==> src/rtl/alu_operand_stage.sv <==
`default_nettype none
// ============================================================================
//  Module   : alu_operand_stage
//  Purpose  : ID/EX pipeline register and ALU operand selection. Captures the
//             decoded instruction, resolves operands and drives the ALU.
//             Build option ALU_BYPASS_EN: when defined, operands are forwarded
//             from the MEM and WB producers and no hazard stall is raised;
//             when undefined, operands come from captured register-file data
//             and RAW hazards are resolved by inserting bubbles.
//  Revision : 1.0  initial release
// ============================================================================
module alu_operand_stage (
    input  logic        clk,
    input  logic        rst,
    // Decoded instruction from ID
    input  logic        id_valid,
    input  logic [31:0] id_pc,
    input  logic [4:0]  id_rs1,
    input  logic [4:0]  id_rs2,
    input  logic [31:0] id_rs1_data,
    input  logic [31:0] id_rs2_data,
    input  logic [31:0] id_imm,
    input  logic [4:0]  id_rd,
    input  logic        id_we,
    input  logic        id_asel,
    input  logic        id_bsel,
    input  logic [3:0]  id_alu_op,
    // Pipeline control
    input  logic        stall,
    input  logic        flush,
    // Producers further down the pipe
    input  logic        mem_we,
    input  logic [4:0]  mem_rd,
    input  logic [31:0] mem_result,
    input  logic        wb_we,
    input  logic [4:0]  wb_rd,
    input  logic [31:0] wb_data,
    // EX-side outputs
    output logic        ex_valid,
    output logic [31:0] ALUA,
    output logic [31:0] ALUB,
    output logic [3:0]  ALUsrc,
    output logic [4:0]  ex_rd,
    output logic        ex_we,
    output logic [31:0] ex_store_data,
    output logic        hazard_stall,
    output logic [31:0] bubble_cnt
);

    localparam logic [4:0] c_REG_ZERO = 5'd0;

    logic        r_ex_valid;
    logic [31:0] r_ex_pc;
    logic [31:0] r_ex_rs1_data;
    logic [31:0] r_ex_rs2_data;
    logic [31:0] r_ex_imm;
    logic [4:0]  r_ex_rd;
    logic        r_ex_we;
    logic        r_ex_asel;
    logic        r_ex_bsel;
    logic [3:0]  r_ex_alu_op;
    logic [31:0] r_bubble_cnt;

    logic [31:0] w_fwd_rs1;
    logic [31:0] w_fwd_rs2;
    logic        w_hazard;

`ifdef ALU_BYPASS_EN
    logic [4:0]  r_ex_rs1;
    logic [4:0]  r_ex_rs2;

    // Source indices are only needed to steer the bypass muxes
    always_ff @(posedge clk) begin
        if (rst) begin
            r_ex_rs1 <= c_REG_ZERO;
            r_ex_rs2 <= c_REG_ZERO;
        end else if (!flush && !stall && !w_hazard) begin
            r_ex_rs1 <= id_rs1;
            r_ex_rs2 <= id_rs2;
        end
    end

    // Forward the youngest producer (MEM before WB); x0 is never forwarded
    always_comb begin
        w_fwd_rs1 = r_ex_rs1_data;
        w_fwd_rs2 = r_ex_rs2_data;
        if (r_ex_rs1 != c_REG_ZERO && mem_we && mem_rd == r_ex_rs1)
            w_fwd_rs1 = mem_result;
        else if (r_ex_rs1 != c_REG_ZERO && wb_we && wb_rd == r_ex_rs1)
            w_fwd_rs1 = wb_data;
        if (r_ex_rs2 != c_REG_ZERO && mem_we && mem_rd == r_ex_rs2)
            w_fwd_rs2 = mem_result;
        else if (r_ex_rs2 != c_REG_ZERO && wb_we && wb_rd == r_ex_rs2)
            w_fwd_rs2 = wb_data;
    end

    assign w_hazard = 1'b0;
`else
    logic w_use_rs1;
    logic w_use_rs2;
    logic w_rs1_busy;
    logic w_rs2_busy;
    logic w_unused_fwd;

    // Without a bypass network the producer values are not consumed here
    assign w_unused_fwd = ^{mem_result, wb_data};

    // Operands come straight from the captured register-file read data
    always_comb begin
        w_fwd_rs1 = r_ex_rs1_data;
        w_fwd_rs2 = r_ex_rs2_data;
    end

    // RAW detection: a used, nonzero source pending in EX, MEM or WB stalls ID
    always_comb begin
        w_use_rs1  = !id_asel;
        w_use_rs2  = !id_bsel || !id_we;
        w_rs1_busy = (id_rs1 != c_REG_ZERO) &&
                     ((r_ex_valid && r_ex_we && r_ex_rd == id_rs1) ||
                      (mem_we && mem_rd == id_rs1) ||
                      (wb_we && wb_rd == id_rs1));
        w_rs2_busy = (id_rs2 != c_REG_ZERO) &&
                     ((r_ex_valid && r_ex_we && r_ex_rd == id_rs2) ||
                      (mem_we && mem_rd == id_rs2) ||
                      (wb_we && wb_rd == id_rs2));
        w_hazard   = id_valid && ((w_use_rs1 && w_rs1_busy) ||
                                  (w_use_rs2 && w_rs2_busy));
    end
`endif

    // EX slot update: reset > flush > stall > hazard bubble > capture
    always_ff @(posedge clk) begin
        if (rst) begin
            r_ex_valid    <= 1'b0;
            r_ex_pc       <= 32'd0;
            r_ex_rs1_data <= 32'd0;
            r_ex_rs2_data <= 32'd0;
            r_ex_imm      <= 32'd0;
            r_ex_rd       <= c_REG_ZERO;
            r_ex_we       <= 1'b0;
            r_ex_asel     <= 1'b0;
            r_ex_bsel     <= 1'b0;
            r_ex_alu_op   <= 4'b0000;
            r_bubble_cnt  <= 32'd0;
        end else if (flush) begin
            r_ex_valid <= 1'b0;
            r_ex_we    <= 1'b0;
        end else if (stall) begin
            r_ex_valid <= r_ex_valid;
        end else if (w_hazard) begin
            r_ex_valid   <= 1'b0;
            r_ex_we      <= 1'b0;
            r_bubble_cnt <= r_bubble_cnt + 32'd1;
        end else begin
            r_ex_valid    <= id_valid;
            r_ex_pc       <= id_pc;
            r_ex_rs1_data <= id_rs1_data;
            r_ex_rs2_data <= id_rs2_data;
            r_ex_imm      <= id_imm;
            r_ex_rd       <= id_rd;
            r_ex_we       <= id_we && id_valid;
            r_ex_asel     <= id_asel;
            r_ex_bsel     <= id_bsel;
            r_ex_alu_op   <= id_alu_op;
        end
    end

    assign ex_valid      = r_ex_valid;
    assign ex_we         = r_ex_we;
    assign ex_rd         = r_ex_rd;
    assign ALUA          = r_ex_asel ? r_ex_pc  : w_fwd_rs1;
    assign ALUB          = r_ex_bsel ? r_ex_imm : w_fwd_rs2;
    assign ALUsrc        = r_ex_alu_op;
    assign ex_store_data = w_fwd_rs2;
    assign hazard_stall  = w_hazard;
    assign bubble_cnt    = r_bubble_cnt;

endmodule
`default_nettype wire

==> config.mk <==
export PLATFORM = sky130hd
export DESIGN_NAME = alu_operand_stage
export DESIGN_NICKNAME = d
export VERILOG_FILES = /design/src/rtl/alu_operand_stage.sv
export SDC_FILE = /design/constraint.sdc
export NUM_CORES = 1
export LEC_CHECK = 0
export BUFFER_PORTS_ARGS = -buffer_cell sky130_fd_sc_hd__buf_2
export CAP_MARGIN = 20
export CORE_AREA = 2 2 146 148
export DETAILED_ROUTE_END_ITERATION = 8
export DIE_AREA = 0 0 148 150
export PLACE_DENSITY = 0.67
export SETUP_SLACK_MARGIN = 0.3
export SLEW_MARGIN = 5
export SYNTH_ARGS = -nofsm -noshare
export SYNTH_HDL_FRONTEND = slang
export SYNTH_SLANG_ARGS = --single-unit
==> constraint.sdc <==
create_clock -name clk -period 5.15 [get_ports clk]
set_input_delay 0.2575 -clock clk [delete_from_list [all_inputs] [get_ports clk]]
set_output_delay 0.2575 -clock clk [all_outputs]
set_load 0.01 [all_outputs]
==> results.ini, run 1 <==
[synth]
synth-async-reset-ratio_pct = 0
synth_most_common_cell = dfxtp_1
ys_seq_elements = 173
ys_seq_area_share_pct = 44.7
ys_warn_count = 0
synthTopCellsByCount = dfxtp_1, nor2_1, mux2i_1, mux2_2, clkbuf_1
ys.flop_type = dfxtp_1
synthesis.nets = 999
syn_inst = 767
synthTopCellsByArea = dfxtp_1, mux2i_1, mux2_2
synth_edf_count = 0
synth_top_area_share_pct = 44.7
avgSynthCellArea_um2 = 10.1
synth_area_um2 = 7740
synth_cell_types = 40
yosysTopAreaCell = dfxtp_1

[worst_setup_path]
path_cells = xor2_1 -> nor4_1 -> nand4_1 -> a31oi_1 -> nor2_1 -> buf_4 -> or4_1 -> a21oi_1
cp.arrival_ns = 3.62
crit_type = reg2reg
critPathMaxFanout = 20
critPathCaptureType = flip-flop
cp_slowest_cell = a31oi_1
critPathMaxStageDelay_ns = 0.76
r2r_setup_slack_ns = 1.86
cp-start-kind = flip-flop
ff2ff_path_depth = 8
cp.required_ns = 5.48

[detailed_routing]
drt-pass1-iter-count = 4
dr_total_vias = 6507
drt_iter0_drc = 238
viasPerCell = 4.87
wl_um = 19800
ant_nets = 0
drc = 0
post_drt_wl_per_cell_um = 14.8

[clock_tree]
cts_setup_buffers = 0
htreeDepth = 4
numCtsBuffers = 17
clockBufferDepth = 2
clkSinkCount = 173
cts_hold_buf = 0
cts_tree = done
clk_pin_slew_ns = 0.07
cts_resized = 0
cts_root_buffer = clkbuf_16
clk_latency_ns = 0.42

[floorplan]
fp.dieH_um = 150
std_cell_rows = 53
die_w_um = 148
coreArea_um2 = 20700
num_io_pins = 371
design.die.area_um2 = 22200
start_util_pct = 37.4

[power_and_ir_drop]
pwr-share-seq_pct = 47.3
power_frac_clock_pct = 40.7
power_density_nw_per_um2 = 304
irDropWorstVdd_v = 0.000190
switching_share_pct = 26.8
cellLeakagePower_nw = 4.53
switchingPower_mw = 0.809
fin_total_pwr_mw = 3.02
p_int_mw = 2.21
comb_power_share_pct = 12.0

[final_layout]
fin_area_um2 = 9930
nNetsFinal = 1278
area_growth_pct = 28.3
fin_cells = 1335
nFillCells = 2011
drive_above_1_share_pct = 38.9

[placement]
dpl-instance-area_um2 = 9370
gp_congestion = 0.870
dp.cells = 1302
port_buffers = 306
dpl.hpwl_um = 14000

[sta]
post-route-period-util_pct = 63.9
worst_pin_slew_ns = 1.18
max_freq_mhz = 304
setup_viol = 0
period_needed_ns = 3.29
skew_ns = 0.0102
hold_viol = 0
tns_ns = 0
rsz0062_at_grt = false
drv_slew = 0
slew_headroom_pct = 21.6

[global_routing]
track_usage_pct = 17.4
grt_start_max_net_pins = 140
grt_pass1_vias = 6120
antenna_found_initial = 1
gr-total-overflow = 0
grt_first_pass_wirelength_um = 31200

[min_path]
worst_hold_path_type = in2reg
whs_path_depth = 3

[status]
status = complete, no violations

[job]
maxCapViolCount = 0

-- critical path, delay by kind of cell (launching register included) --
kind | cells | cell delay [ns]
XOR/XNOR | 1 | 0.17
buffers and inverters | 1 | 0.31
flip-flops | 1 | 0.36
AO/OA/AOI/OAI | 2 | 0.92
AND/OR/NAND/NOR | 4 | 1.44
-- path summary, 6_finish.rpt --
| path | to | from |
|---|---|---|
| setup / recovery | bubble_cnt[28] | ex_rd[4] |
| hold / removal | ex_store_data[7] | id_rs2_data[7] |
| setup reg to reg | bubble_cnt[28] | ex_rd[4] |
| hold reg to reg | r_ex_pc[14] | r_ex_pc[14] |
-- cell families after synthesis --
family / share of synthesized area (%)
and+or+nand+nor: 13.9
muxes: 27.4
DFF: 44.7
AOI/OAI and AO/OA: 5.01
buffers and inverters: 4.18
xor gates and xnor gates: 4.64
adders and majority gates: 0.162
-- cells in the final DEF (no fill, tap or decap), types with 2 or more instances in the layout --
master and instances:
a21oi_1 19, a311oi_1 2, a31oi_1 4, and2_1 2, and3_1 6, and4_1 2, buf_2 305, buf_4 6
clkbuf_16 17, clkinv_2 2, clkinvlp_4 5, dfxtp_1 172, inv_1 4, inv_6 2, inv_8 4, mux2_2 64
mux2i_1 140, nand2_1 11, nand3_1 12, nand4_1 7, nor2_1 151, nor2b_1 4, nor3_1 3, nor4_1 6
o2111ai_1 5, o211ai_1 4, o21ai_0 7, o21ai_1 2, o31ai_1 12, or3_1 10, or4_1 14, xnor2_1 10
xor2_1 31
-- through the flow --
stage	hold slack, ns	utilization, %	worst slack [ns]
global placement	0.466	45.3	1.93
detailed placement	0.478	45.3	1.89
CTS	0.0485	48.0	1.88
floorplan	0.337	-	3.01
finish	0.0686	48.0	1.86
global route	0.0506	48.0	1.58
-- per-layer routing --
metal	vias up	part of all wire, %	GRT usage, %
li1	3251	-	-
met1	3014	44	21.7
met2	230	46	28.4
met3	12	8.5	6.40
met4	0	0.98	5.14
met5	-	0	0
-- flip-flops by register name, indices dropped and copies added, names as in the netlist --
signal / cells
r_ex_pc: 32
ex_valid: 1
ex_we: 1
ALUsrc: 4
ex_rd: 5
bubble_cnt: 32
r_ex_bsel: 1
r_ex_asel: 1
r_ex_rs1_data: 32
r_ex_imm: 32
ex_store_data: 32
-- power groups by stage --
stage / combinational [mW] / sequential (mW) / clock, mW
after floorplan: 0.222 / 1.45 / 0
after global placement: 0.360 / 1.46 / 0
after detailed placement: 0.365 / 1.46 / 0
after CTS: 0.366 / 1.43 / 1.27
after global routing: 0.397 / 1.44 / 1.33
final: 0.361 / 1.43 / 1.23
-- area by class of cell --
type                       count  area (um2)  area share, %
multi-input combinational    538        3960           39.8
antenna                        1        2.50         0.0252
sequential                   173        3460           34.9
inverter                       4        15.0          0.151
clock inverter                15         135           1.36
clock buffer                  17         425           4.28
tap                          275         344           3.46
timing repair buffer         312        1590           16.0
Note: power is estimated with default switching activity, not from simulation.
==> inputs of run 2 (changes only) <==
--- a/config.mk
+++ b/config.mk
@@ -7,10 +7,10 @@
 export LEC_CHECK = 0
 export BUFFER_PORTS_ARGS = -buffer_cell sky130_fd_sc_hd__buf_2
 export CAP_MARGIN = 20
-export CORE_AREA = 2 2 146 148
+export CORE_AREA = 2 2 143 145
 export DETAILED_ROUTE_END_ITERATION = 8
-export DIE_AREA = 0 0 148 150
-export PLACE_DENSITY = 0.67
+export DIE_AREA = 0 0 145 147
+export PLACE_DENSITY = 0.72
 export SETUP_SLACK_MARGIN = 0.3
 export SLEW_MARGIN = 5
 export SYNTH_ARGS = -nofsm -noshare
==> constraint.sdc (replaced) <==
create_clock -name clk -period 2.8 [get_ports clk]
set_input_delay 0.14 -clock clk [delete_from_list [all_inputs] [get_ports clk]]
set_output_delay 0.14 -clock clk [all_outputs]
set_load 0.01 [all_outputs]
==> results.ini, run 2 (synthesis results as in run 1) <==
[power_and_ir_drop]
switching_share_pct = 26.1
comb_power_share_pct = 14.4
p_int_mw = 4.39
switchingPower_mw = 1.55
power_frac_clock_pct = 41.2
pwr-share-seq_pct = 44.4
power_density_nw_per_um2 = 514
irDropWorstVdd_v = 0.000384
cellLeakagePower_nw = 5.23

[job]
maxCapViolCount = 0

[worst_setup_path]
r2r_start = ex_rd[4]
cp.arrival_ns = 2.73
cp_slowest_cell = a311oi_2
crit_family = simple AND/OR/NAND/NOR gates
cp.required_ns = 3.10
cp-start-kind = flip-flop
path_buf_inv = 2
ff2ff_path_depth = 9
crit_type = reg2reg
critPathMaxStageDelay_ns = 0.41
path_cells = xor2_1 -> nor4_1 -> nand4_1 -> a311oi_2 -> nor4_4 -> buf_12 -> buf_4 -> mux2i_1 -> nor2_1
timing.rr.end = ex_store_data[9]
critPathCaptureType = flip-flop
critPathMaxFanout = 20
r2r_setup_slack_ns = 0.36

[final_layout]
nFillCells = 1627
layout_common_cells = buf_2, dfxtp_1, nor2_1, mux2i_1, dlygate4sd3_1
nNetsFinal = 1429
area_growth_pct = 49.3
drive_above_1_share_pct = 35.4
layout_commonest_cell = buf_2
final_util_pct = 58.3
antennaDiodeCount = 0

[global_routing]
gr-total-overflow = 0
grt_first_pass_wirelength_um = 37500
grt_start_max_net_pins = 59
grt_pass1_vias = 7434
track_usage_pct = 21.5
antenna_found_initial = 0

[placement]
gp_congestion = 0.860
dpl.hpwl_um = 14700
port_buffers = 306

[floorplan]
start_util_pct = 39.0
fp.dieH_um = 147
num_io_pins = 371
die_w_um = 145
coreArea_um2 = 19800
design.die.area_um2 = 21300
std_cell_rows = 52

[detailed_routing]
post_drt_wl_per_cell_um = 15.9
ant_nets = 0
viasPerCell = 4.95
drc = 0
drt_iter0_drc = 226
wl_um = 23500
drt-pass1-iter-count = 4
dr_total_vias = 7329

[sta]
tns_ns = 0
hold_viol = 0
post-route-period-util_pct = 87.0
drv_slew = 0
rsz0062_at_grt = true
period_needed_ns = 2.44
setup_viol = 0
worst_pin_slew_ns = 0.887
slew_headroom_pct = 40.9
max_freq_mhz = 411
skew_ns = 0.00823

[status]
status = complete, no violations

[clock_tree]
numCtsBuffers = 17
clk_latency_ns = 0.41
clk_pin_slew_ns = 0.07
cts_root_buffer = clkbuf_16
cts_tree = done
clockBufferDepth = 2
clkSinkCount = 173
htreeDepth = 4

[min_path]
min_from = id_we
hold_end = ex_we
whs_path_depth = 3
worst_hold_path_type = in2reg

[run 2: cell types whose count changed in the layout (fill, tap and decap cells not counted), sizes merged]
cell / delta
clkinvlp: -2
buf: +11
dlygate4sd3: +140
inv: +1
clkinv: -2
clkbuf: +1
diode: -1
bufinv: +2
[run 2: worst min-delay path: stages]
cell and delay, ns:
buf_2 0.09, a32oi_1 0.08, nor3_1 0.13
[run 2: layer usage]
layer / share of wire [%] / global-route usage [%] / wire length (um) / up-vias
met5: 0 / 0 / 0 / -
met4: 2.3 / 7.87 / 544 / 0
met3: 6.6 / 5.99 / 1560 / 42
met2: 50 / 37.6 / 11700 / 278
met1: 41 / 25.3 / 9760 / 3454
li1: - / - / - / 3555
[run 2: final cells by class]
cell class	instances	area (um2)	area share [%]
multi-input cells	538	4010	34.7
flip-flops and latches	173	3470	30.0
repair buffers	463	3130	27.1
clock buffers	18	429	3.71
well taps	270	338	2.92
clock inverters	14	176	1.53
inverters	4	15.0	0.130
[run 2: repair_timing]
item / 4_1_cts / 5_1_grt
endpoints found under the hold margin: 141 / 0
setup buffers: 0 / 2
hold buffers: 140 / 0
resized for setup: 0 / 10
endpoints found under the setup margin: 0 / 37
[run 2: through the flow]
step | instances | total power, mW | area, um2 | worst slack, ns | hold WS [ns]
floorplan | 767 | 3.08 | 7740 | 0.662 | 0.219
global placement | 1306 | 3.36 | 9480 | 0.427 | 0.371
detailed placement | 1306 | 3.37 | 9480 | 0.384 | 0.380
CTS | 1478 | 5.99 | 11500 | 0.361 | 0.0642
global route | 1480 | 6.19 | 11600 | 0.237 | 0.0667
finish | 1480 | 5.94 | 11600 | 0.365 | 0.0755
[run 2: how the worst max path moves through the flow]
stage	start	slack [ns]	cells past startpoint	endpoint
global placement	ex_rd[3]	0.43	8	bubble_cnt[29]
global route	bubble_cnt[5]	0.24	8	bubble_cnt[31]
finish	ex_rd[4]	0.36	9	ex_store_data[9]
detailed placement	ex_rd[3]	0.38	8	bubble_cnt[24]
floorplan	bubble_cnt[3]	0.66	8	bubble_cnt[23]
CTS	ex_rd[3]	0.36	8	bubble_cnt[24]
[run 2: power groups by stage]
| stage | clock network, mW | logic [mW] | registers [mW] |
|---|---|---|---|
| global route | 2.61 | 0.928 | 2.65 |
| CTS | 2.52 | 0.842 | 2.63 |
| floorplan | 0 | 0.409 | 2.68 |
| finish | 2.45 | 0.858 | 2.64 |
| global placement | 0 | 0.673 | 2.68 |
| detailed placement | 0 | 0.685 | 2.69 |
